[src/rtl/bus_pkg.sv]
// Shared definitions for the bus arbiter/multiplexer.
//   bus_state_t : arbiter FSM states (IDLE, OWNED)
//   idx_w(n)    : index width for n items, never below 1
//   popcount(v) : number of set bits; callers zero-extend to POP_MAX_W
package bus_pkg;

  typedef enum logic {
    IDLE  = 1'b0,
    OWNED = 1'b1
  } bus_state_t;

  // Upper bound on request-vector width accepted by popcount.
  localparam int unsigned POP_MAX_W = 256;

  function automatic int unsigned idx_w(input int unsigned n);
    return (n < 2) ? 1 : $clog2(n);
  endfunction

  function automatic int unsigned popcount(input logic [POP_MAX_W-1:0] v);
    int unsigned c;
    c = 0;
    for (int unsigned i = 0; i < POP_MAX_W; i++) begin
      c = c + {31'b0, v[i]};
    end
    return c;
  endfunction

endpackage

[src/rtl/bus_prio_pick.sv]
// Combinational winner search shared by fixed-priority and round-robin modes
// of bus_arbiter_mux. Scans descending from start, wrapping from 0 to
// N_SRC-1; the first requester not masked by exclude wins.
// Ports:
//   req     in   N_SRC  request vector
//   exclude in   N_SRC  sources barred from winning this cycle
//   start   in   IW     first index examined
//   found   out  1      a winner exists
//   winner  out  IW     winning index (0 when !found)
module bus_prio_pick
  import bus_pkg::*;
#(
  parameter int unsigned N_SRC = 24,
  parameter int unsigned IW    = idx_w(N_SRC)
) (
  input  logic [N_SRC-1:0] req,
  input  logic [N_SRC-1:0] exclude,
  input  logic [IW-1:0]    start,
  output logic             found,
  output logic [IW-1:0]    winner
);

  always_comb begin : search
    int unsigned s;
    int unsigned pos;
    found  = 1'b0;
    winner = '0;
    s      = 32'(start);
    pos    = 0;
    for (int unsigned k = 0; k < N_SRC; k++) begin
      pos = (s >= k) ? (s - k) : (s + N_SRC - k);
      if (!found && req[pos] && !exclude[pos]) begin
        found  = 1'b1;
        winner = IW'(pos);
      end
    end
  end

endmodule

[src/rtl/bus_arbiter_mux.sv]
// Registered, arbitrated bus multiplexer: N_SRC sources request the shared
// bus, one owner is granted, and the owner's data is registered onto bus_out.
// Ownership is held while the owner keeps requesting, bounded by MAX_HOLD
// cycles when others wait (0 = unlimited). Counts contended cycles.
// Optional macro BUS_RR_ARB_EN selects round-robin arbitration; otherwise
// the highest requesting index wins.
// Ports:
//   clock           in   rising-edge clock
//   clear           in   synchronous active-high reset
//   req             in   per-source request
//   data_in         in   flattened source data, source i at [i*DATA_W +: DATA_W]
//   bus_out         out  registered bus value (0 when idle)
//   grant           out  registered one-hot owner (0 when idle)
//   busy            out  grant != 0
//   preempt         out  one-cycle pulse when the previous owner was forced off
//   contention_cnt  out  saturating count of cycles with two or more requests
module bus_arbiter_mux
  import bus_pkg::*;
#(
  parameter int unsigned N_SRC    = 24,
  parameter int unsigned DATA_W   = 32,
  parameter int unsigned MAX_HOLD = 8,
  parameter int unsigned CNT_W    = 16
) (
  input  logic                    clock,
  input  logic                    clear,
  input  logic [N_SRC-1:0]        req,
  input  logic [N_SRC*DATA_W-1:0] data_in,
  output logic [DATA_W-1:0]       bus_out,
  output logic [N_SRC-1:0]        grant,
  output logic                    busy,
  output logic                    preempt,
  output logic [CNT_W-1:0]        contention_cnt
);

  localparam int unsigned IW = idx_w(N_SRC);
  localparam int unsigned HW = idx_w(MAX_HOLD + 1);
  // The hold counter stops at MAX_HOLD so an owner that ran alone past the
  // limit is still preempted as soon as another source starts waiting.
  localparam logic [HW-1:0] HOLD_SAT = (MAX_HOLD != 0) ? HW'(MAX_HOLD) : '1;

  bus_state_t        state, state_n;
  logic [IW-1:0]     owner, owner_n, start, win, sel;
  logic [HW-1:0]     hold_cnt, hold_n;
  logic [N_SRC-1:0]  owner_mask, exclude, grant_n;
  logic              owner_req, others, do_preempt, found, take_win, keep, preempt_n;
  logic [DATA_W-1:0] bus_n;
  logic [CNT_W-1:0]  cnt_n;

  bus_prio_pick #(
    .N_SRC (N_SRC),
    .IW    (IW)
  ) u_pick (
    .req     (req),
    .exclude (exclude),
    .start   (start),
    .found   (found),
    .winner  (win)
  );

  always_comb begin
    owner_mask        = '0;
    owner_mask[owner] = 1'b1;
    owner_req  = |(req & owner_mask);
    others     = |(req & ~owner_mask);
    do_preempt = (state == OWNED) && (MAX_HOLD != 0) && owner_req &&
                 (hold_cnt == HOLD_SAT) && others;
    exclude    = do_preempt ? owner_mask : '0;
`ifdef BUS_RR_ARB_EN
    // owner doubles as last_owner; after reset (0) the search starts at N_SRC-1.
    start = (owner == '0) ? IW'(N_SRC - 1) : owner - 1'b1;
`else
    start = IW'(N_SRC - 1);
`endif
  end

  always_comb begin
    state_n   = state;
    owner_n   = owner;
    hold_n    = hold_cnt;
    grant_n   = '0;
    bus_n     = '0;
    preempt_n = do_preempt;
    take_win  = 1'b0;
    keep      = 1'b0;

    unique case (state)
      IDLE: begin
        if (found) take_win = 1'b1;
      end
      OWNED: begin
        if (owner_req && !do_preempt) keep = 1'b1;
        else if (found)               take_win = 1'b1;
        else                          state_n = IDLE;
      end
      default: state_n = IDLE;
    endcase

    sel = take_win ? win : owner;
    if (take_win) begin
      state_n = OWNED;
      owner_n = win;
      hold_n  = HW'(1);
    end else if (keep && hold_cnt != HOLD_SAT) begin
      hold_n = hold_cnt + 1'b1;
    end
    if (take_win || keep) begin
      grant_n[sel] = 1'b1;
      bus_n        = data_in[sel*DATA_W +: DATA_W];
    end

    cnt_n = contention_cnt;
    if (popcount(POP_MAX_W'(req)) >= 2 && contention_cnt != '1)
      cnt_n = contention_cnt + 1'b1;
  end

  always_ff @(posedge clock) begin
    if (clear) begin
      state          <= IDLE;
      owner          <= '0;
      hold_cnt       <= '0;
      grant          <= '0;
      bus_out        <= '0;
      preempt        <= 1'b0;
      contention_cnt <= '0;
    end else begin
      state          <= state_n;
      owner          <= owner_n;
      hold_cnt       <= hold_n;
      grant          <= grant_n;
      bus_out        <= bus_n;
      preempt        <= preempt_n;
      contention_cnt <= cnt_n;
    end
  end

  assign busy = |grant;

endmodule

[config.mk]
export PLATFORM = sky130hd
export DESIGN_NAME = bus_arbiter_mux
export DESIGN_NICKNAME = d
export VERILOG_FILES = /design/src/rtl/bus_pkg.sv /design/src/rtl/bus_prio_pick.sv /design/src/rtl/bus_arbiter_mux.sv
export SDC_FILE = /design/constraint.sdc
export NUM_CORES = 1
export LEC_CHECK = 0
export ABC_AREA = 1
export BUFFER_PORTS_ARGS = -buffer_cell sky130_fd_sc_hd__buf_2
export CORE_AREA = 2 2 338 340
export DETAILED_ROUTE_END_ITERATION = 10
export DIE_AREA = 0 0 340 342
export PLACE_DENSITY = 0.34
export SYNTH_ARGS = -nofsm -noshare
export SYNTH_HDL_FRONTEND = slang
export SYNTH_SLANG_ARGS = --single-unit
export TNS_END_PERCENT = 20
[constraint.sdc]
create_clock -name clock -period 9.25 [get_ports clock]
set_input_delay 1.85 -clock clock [delete_from_list [all_inputs] [get_ports clock]]
set_output_delay 1.85 -clock clock [all_outputs]
set_load 0.02 [all_outputs]
# Word-level counts from Yosys, hierarchy flattened
# Cells that the tools add are included.
dict set report word_totals {
  reg_bits 83
  word_cells 221
  out_inout_bits 74
  in_bits 794
}
dict set report op_classes {
  mux 64
  order_cmp 5
  shift 1
  reduce_logical 110
  addsub 25
  eq_ne 3
  bitwise 5
}
# op n
set ops {}
lappend ops {{$shiftx 768x11->32} 1}
lappend ops {{$mux 5} 25}
lappend ops {{$reduce_or 24->1} 3}
lappend ops {{$logic_and 1x1->1} 55}
lappend ops {{$and 24x24->24} 2}
lappend ops {{$logic_not 1->1} 48}
lappend ops {{$mux 1} 35}
lappend ops {{$add 23x1->24} 1}
lappend ops {{$ge 24x2->1 const B} 1}
lappend ops {{$mux 24} 1}
lappend ops {{$not 24->24} 1}
lappend ops {{$add 22x1->23} 1}
lappend ops {{$add 21x1->22} 1}
lappend ops {{$add 20x1->21} 1}
lappend ops {{$add 19x1->20} 1}
lappend ops {{$add 18x1->19} 1}
lappend ops {{$add 17x1->18} 1}
lappend ops {{$add 16x1->17} 1}
lappend ops {{$add 15x1->16} 1}
lappend ops {{$add 16x1->16 const B} 1}
lappend ops {{$ne 16x16->1 const B} 1}
lappend ops {{$add 14x1->15} 1}
lappend ops {{$add 13x1->14} 1}
lappend ops {{$add 12x1->13} 1}
lappend ops {{22 further kinds} 27}

# Depth between registers and ports, before layout
dict set report depth {
  ltp_word 113
  depth_mapped 39
  ltp_nobuf 36
}

# By module
# Synthesis repeated with hierarchy kept, for this count alone.
dict set report unflattened {
  hier_cells 4015
  area_unflattened_um2 19256.0
}
# mod area_each_um2 seq_area_each_um2 instances cells_each
set modules_own_cells {}
lappend modules_own_cells {bus_arbiter_mux 13698.1 1661.6 1 2897}
lappend modules_own_cells {bus_prio_pick 5557.8 0.0 1 1118}

# Least setup slack after synthesis
# Ideal clock, no wire load.
dict set report synth_path {
  path_kind {input to register}
  startpoint {in req[17]}
  endpoint {reg contention_cnt[15]}
  path_stages 26
  n_path_buf 0
  required_time_ns 9.122
  setup_ns 0.128
  t_arrival_ns 6.547
  path_slack_ns 2.576
  path_cell_list {fa_1 -> inv_1 -> fa_1 -> inv_1 -> fa_1 -> inv_1 -> fa_1 -> fa_1 -> inv_1 -> ha_1 -> fa_1 -> inv_1 -> a211o_1 -> nand2_1 -> o211ai_1 -> nand2_1 -> nor2_1 -> nand3_1 -> nor2_1 -> nand3_1 -> nor2_1 -> inv_1 -> nor3_1 -> nand4_1 -> xor2_1 -> nor2_1}
}
dict set report synth_via {
  elab_chain_len 9
}
# element line
set synth_lines {}
lappend synth_lines {{start, declared} bus_arbiter_mux.sv:27} ;# input logic [N_SRC-1:0] req,
lappend synth_lines {{$add 17x1->18} bus_pkg.sv:23} ;# c = c + {31'b0, v[i]};
lappend synth_lines {{$add 18x1->19} bus_pkg.sv:23}
lappend synth_lines {{$add 19x1->20} bus_pkg.sv:23}
lappend synth_lines {{$add 20x1->21} bus_pkg.sv:23}
lappend synth_lines {{$add 21x1->22} bus_pkg.sv:23}
lappend synth_lines {{$add 22x1->23} bus_pkg.sv:23}
lappend synth_lines {{$add 23x1->24} bus_pkg.sv:23}
lappend synth_lines {{$ge 24x2->1} bus_arbiter_mux.sv:113} ;# if (popcount(POP_MAX_W'(req)) >= 2 && contention_cnt != '1)
lappend synth_lines {{$logic_and 1x1->1} bus_arbiter_mux.sv:113}
lappend synth_lines {{end signal, assigned} bus_arbiter_mux.sv:133} ;# contention_cnt <= cnt_n;
lappend synth_lines {{end, declared} bus_arbiter_mux.sv:33} ;# output logic [CNT_W-1:0] contention_cnt
# Every way passes these cells.
# A chain may end at the register's enable or synchronous reset.

# Final worst setup path
dict set report layout_path {
  startpoint {in req[3]}
  endpoint {reg bus_out[0]}
}
dict set report layout_via {
  elab_chain_len 107
  word_cells_on_any_way 162
  classes_between {1 x shift; 55 x mux; 3 x bitwise; 103 x reduce/logical}
}
# element line
set layout_lines {}
lappend layout_lines {{parallel branches: the longest is 107 deep, another holds $and 24x24->24} n/a}
lappend layout_lines {{end signal, assigned} bus_arbiter_mux.sv:131} ;# bus_out <= bus_n;
lappend layout_lines {{end, declared} bus_arbiter_mux.sv:29} ;# output logic [DATA_W-1:0] bus_out,
# Several ways; the timed one is not identified.

==> flow_summary.yaml <==
synthesis:
  synth_cell_types: 44
  synth_top_area_frac: 0.432
  yosysSeqAreaShare: 0.121
  ys.warnings.count: 0
  synth_edf_count: 0
  synth_commonest_cells: "nand2_1 (1581), nand3_1 (300), inv_1 (237)"
  ys_async_sr_fraction: 0
  netlist_top_cells_area: "nand2_1 (43%), dfxtp_1 (12%), nand3_1 (11%)"
  synth_top_area_cell: "nand2_1"
  yosysMostFrequentCell: "nand2_1"
  syn-num-nets: 3679
  avgSynthCellArea_um2: 4.80
  synthesis.area_mm2: 0.0137
  synthFlopType: "dfxtp_1"
  ys_ff_latch: 83
  syn_inst: 2859
die:
  ioPinCount: 868
  initial_core_util: 0.121
  die_h_um: 342
  fp-row-count: 124
  dieArea_mm2: 0.116
  core_mm2: 0.113
  die_x_um: 340
routing:
  drt_first_pass_iters: 7
  wl_per_cell_um: 22.9
  drcViolationCount: 0
  ant_nets: 0
  via_count: 20400
  dr.first_iter.drc_count: 1174
  via_per_inst: 3.98
  drt-total-wl_um: 118000
worst_setup_path:
  worstPathRequired_ns: 9.50
  criticalPathCategory: "input port to register"
  cpMostUsedCell: "nand2_1"
  endpoint_kind: "register"
  path_max_fanout: 60
  cp.arrival_ns: 7.50
  slowest_stage: "nand2_4"
  startpoint_type: "input port"
  slowest_delay_ns: 0.42
power_and_ir_drop:
  p_clk_frac: 0.106
  worst_ir_drop_vdd_mv: 0.114
  swShare: 0.627
  combPwrFrac: 0.762
  power.density_mw_per_mm2: 191
  internal-power_w: 0.00141
  p_leak_nw: 11.8
  p_switching_w: 0.00237
  power.total_w: 0.00378
  seqPwrFrac: 0.131
timing:
  setup_tns_ns: 0
  maxSlewViolCount: 0
  fin_skew_ns: 0.0158
  finalHoldViolCount: 0
  setup_viol: 0
  relSlewSlack: 0.335
  worst_pin_slew_ns: 0.997
  rsz0062_at_grt: "false"
  whs_ns: 0.489
  fin_crit_ns: 7.25
  period_share: 0.784
  max_freq_mhz: 138
finish:
  area_growth_pct: 44.6
  final_nets: 4419
  final_util: 0.176
  layout-drive-gt1-share: 0.270
  fin_area_mm2: 0.0199
global_routing:
  grt_pass1_wl_um: 159000
  overflow: 0
  grt_max_degree: 151
  antenna_found_initial: 38
  grt_usage: 0.195
  grt_pass1_vias: 20400
worst_hold_path:
  hp-class: "register to register"
placement:
  placed_area_mm2: 0.0195
  gp_congestion: 0.894
  io_buffers: 867
  dp_hpwl_um: 98800
clock_network:
  cts.path.max_buffers: 2
  root_buffer: "clkbuf_16"
  numCtsBuffers: 9
  ctsResizeCount: 0
  cts_tree: "done"
  path_clk_slew_ns: 0.08
  cts_num_sinks: 83
  cts_setup_buffers: 0
  cts_hold_buf: 0
  clkLatencyLatePin_ns: 0.39
  htree_levels: 3
outcome:
  status: "finished, final reports clean"
run:
  cap_viol_max_count: 0
-- power by group through the flow --
stage / Sequential [W] / Clock (W) / Combinational [W]
floorplan: 0.000553 / 0 / 0.00154
global placement: 0.000512 / 0 / 0.00303
detailed placement: 0.000508 / 0 / 0.00299
CTS: 0.000503 / 0.000432 / 0.00300
global route: 0.000505 / 0.000435 / 0.00324
finish: 0.000497 / 0.000401 / 0.00288
-- cells by family (layout without fill, tap and decap cells) --
logic type                 count (synthesis)  in the layout  synth area share
other                                      0              9                 0
xor gates and xnor gates                   2              2           0.00128
adders and majority gates                 26             26            0.0330
DFF                                       83             83             0.121
and+or+nand+nor                         2152           2152             0.644
buffers and inverters                    425           1170             0.133
AOI/OAI and AO/OA                        171            171            0.0681
-- routing by layer --
layer,GRT usage,wire [µm],vias up
li1,-,-,10300
met1,0.248,51500,9299
met2,0.351,58600,702
met3,0.0340,6070,88
met4,0.0198,1210,26
met5,0,161,-
-- state kept, by name (all words and copies together) (netlist names) --
name	cells
bus_out	32
contention_cnt	16
state	1
owner	5
preempt	1
grant	24
hold_cnt	4
-- path summary, 6_finish.rpt --
check,slack [ns],start,cells past startpoint,end
worst max-delay path,2.00,req[3],30,bus_out[0]
worst min-delay path,0.49,hold_cnt[2],2,hold_cnt[2]
worst max register to register,2.39,owner[2],31,bus_out[0]
worst min register to register,0.49,hold_cnt[2],2,hold_cnt[2]
-- layout make-up --
cell class	count	area, µm²
Fill cell	13700	93300
Multi-Input combinational cell	2351	10300
Timing Repair Buffer	907	4750
Tap cell	1512	1890
Sequential cell	83	1660
Inverter	247	937
Clock buffer	9	225
Clock inverter	7	66.3
Antenna cell	9	22.5
-- layout by cell type, fill, tap and decap left out, types with 17 or more instances in the layout --
master and instances:
nand2_1 1576, buf_2 867, nand3_1 300, inv_1 237
nor2_1 176, o21ai_0 86, dfxtp_1 83, a21oi_1 53
nand3b_1 31, buf_4 31, o21ai_1 17, fa_1 17
-- metrics by stage --
stage	worst slack, ns	cells
5_1_grt	1.56	5119
3_3_place_gp	1.21	5100
2_1_floorplan	2.58	2859
3_5_place_dp	1.54	5100
4_1_cts	1.99	5116
6_report	2.00	5125
-- critical path, delay by kind of cell --
kind,cells,cell delay [ns]
buffers and inverters,3,0.73
and+or+nand+nor,23,3.95
AOI/OAI and AO/OA,4,0.79
Note: power is estimated with default switching activity, not from simulation.
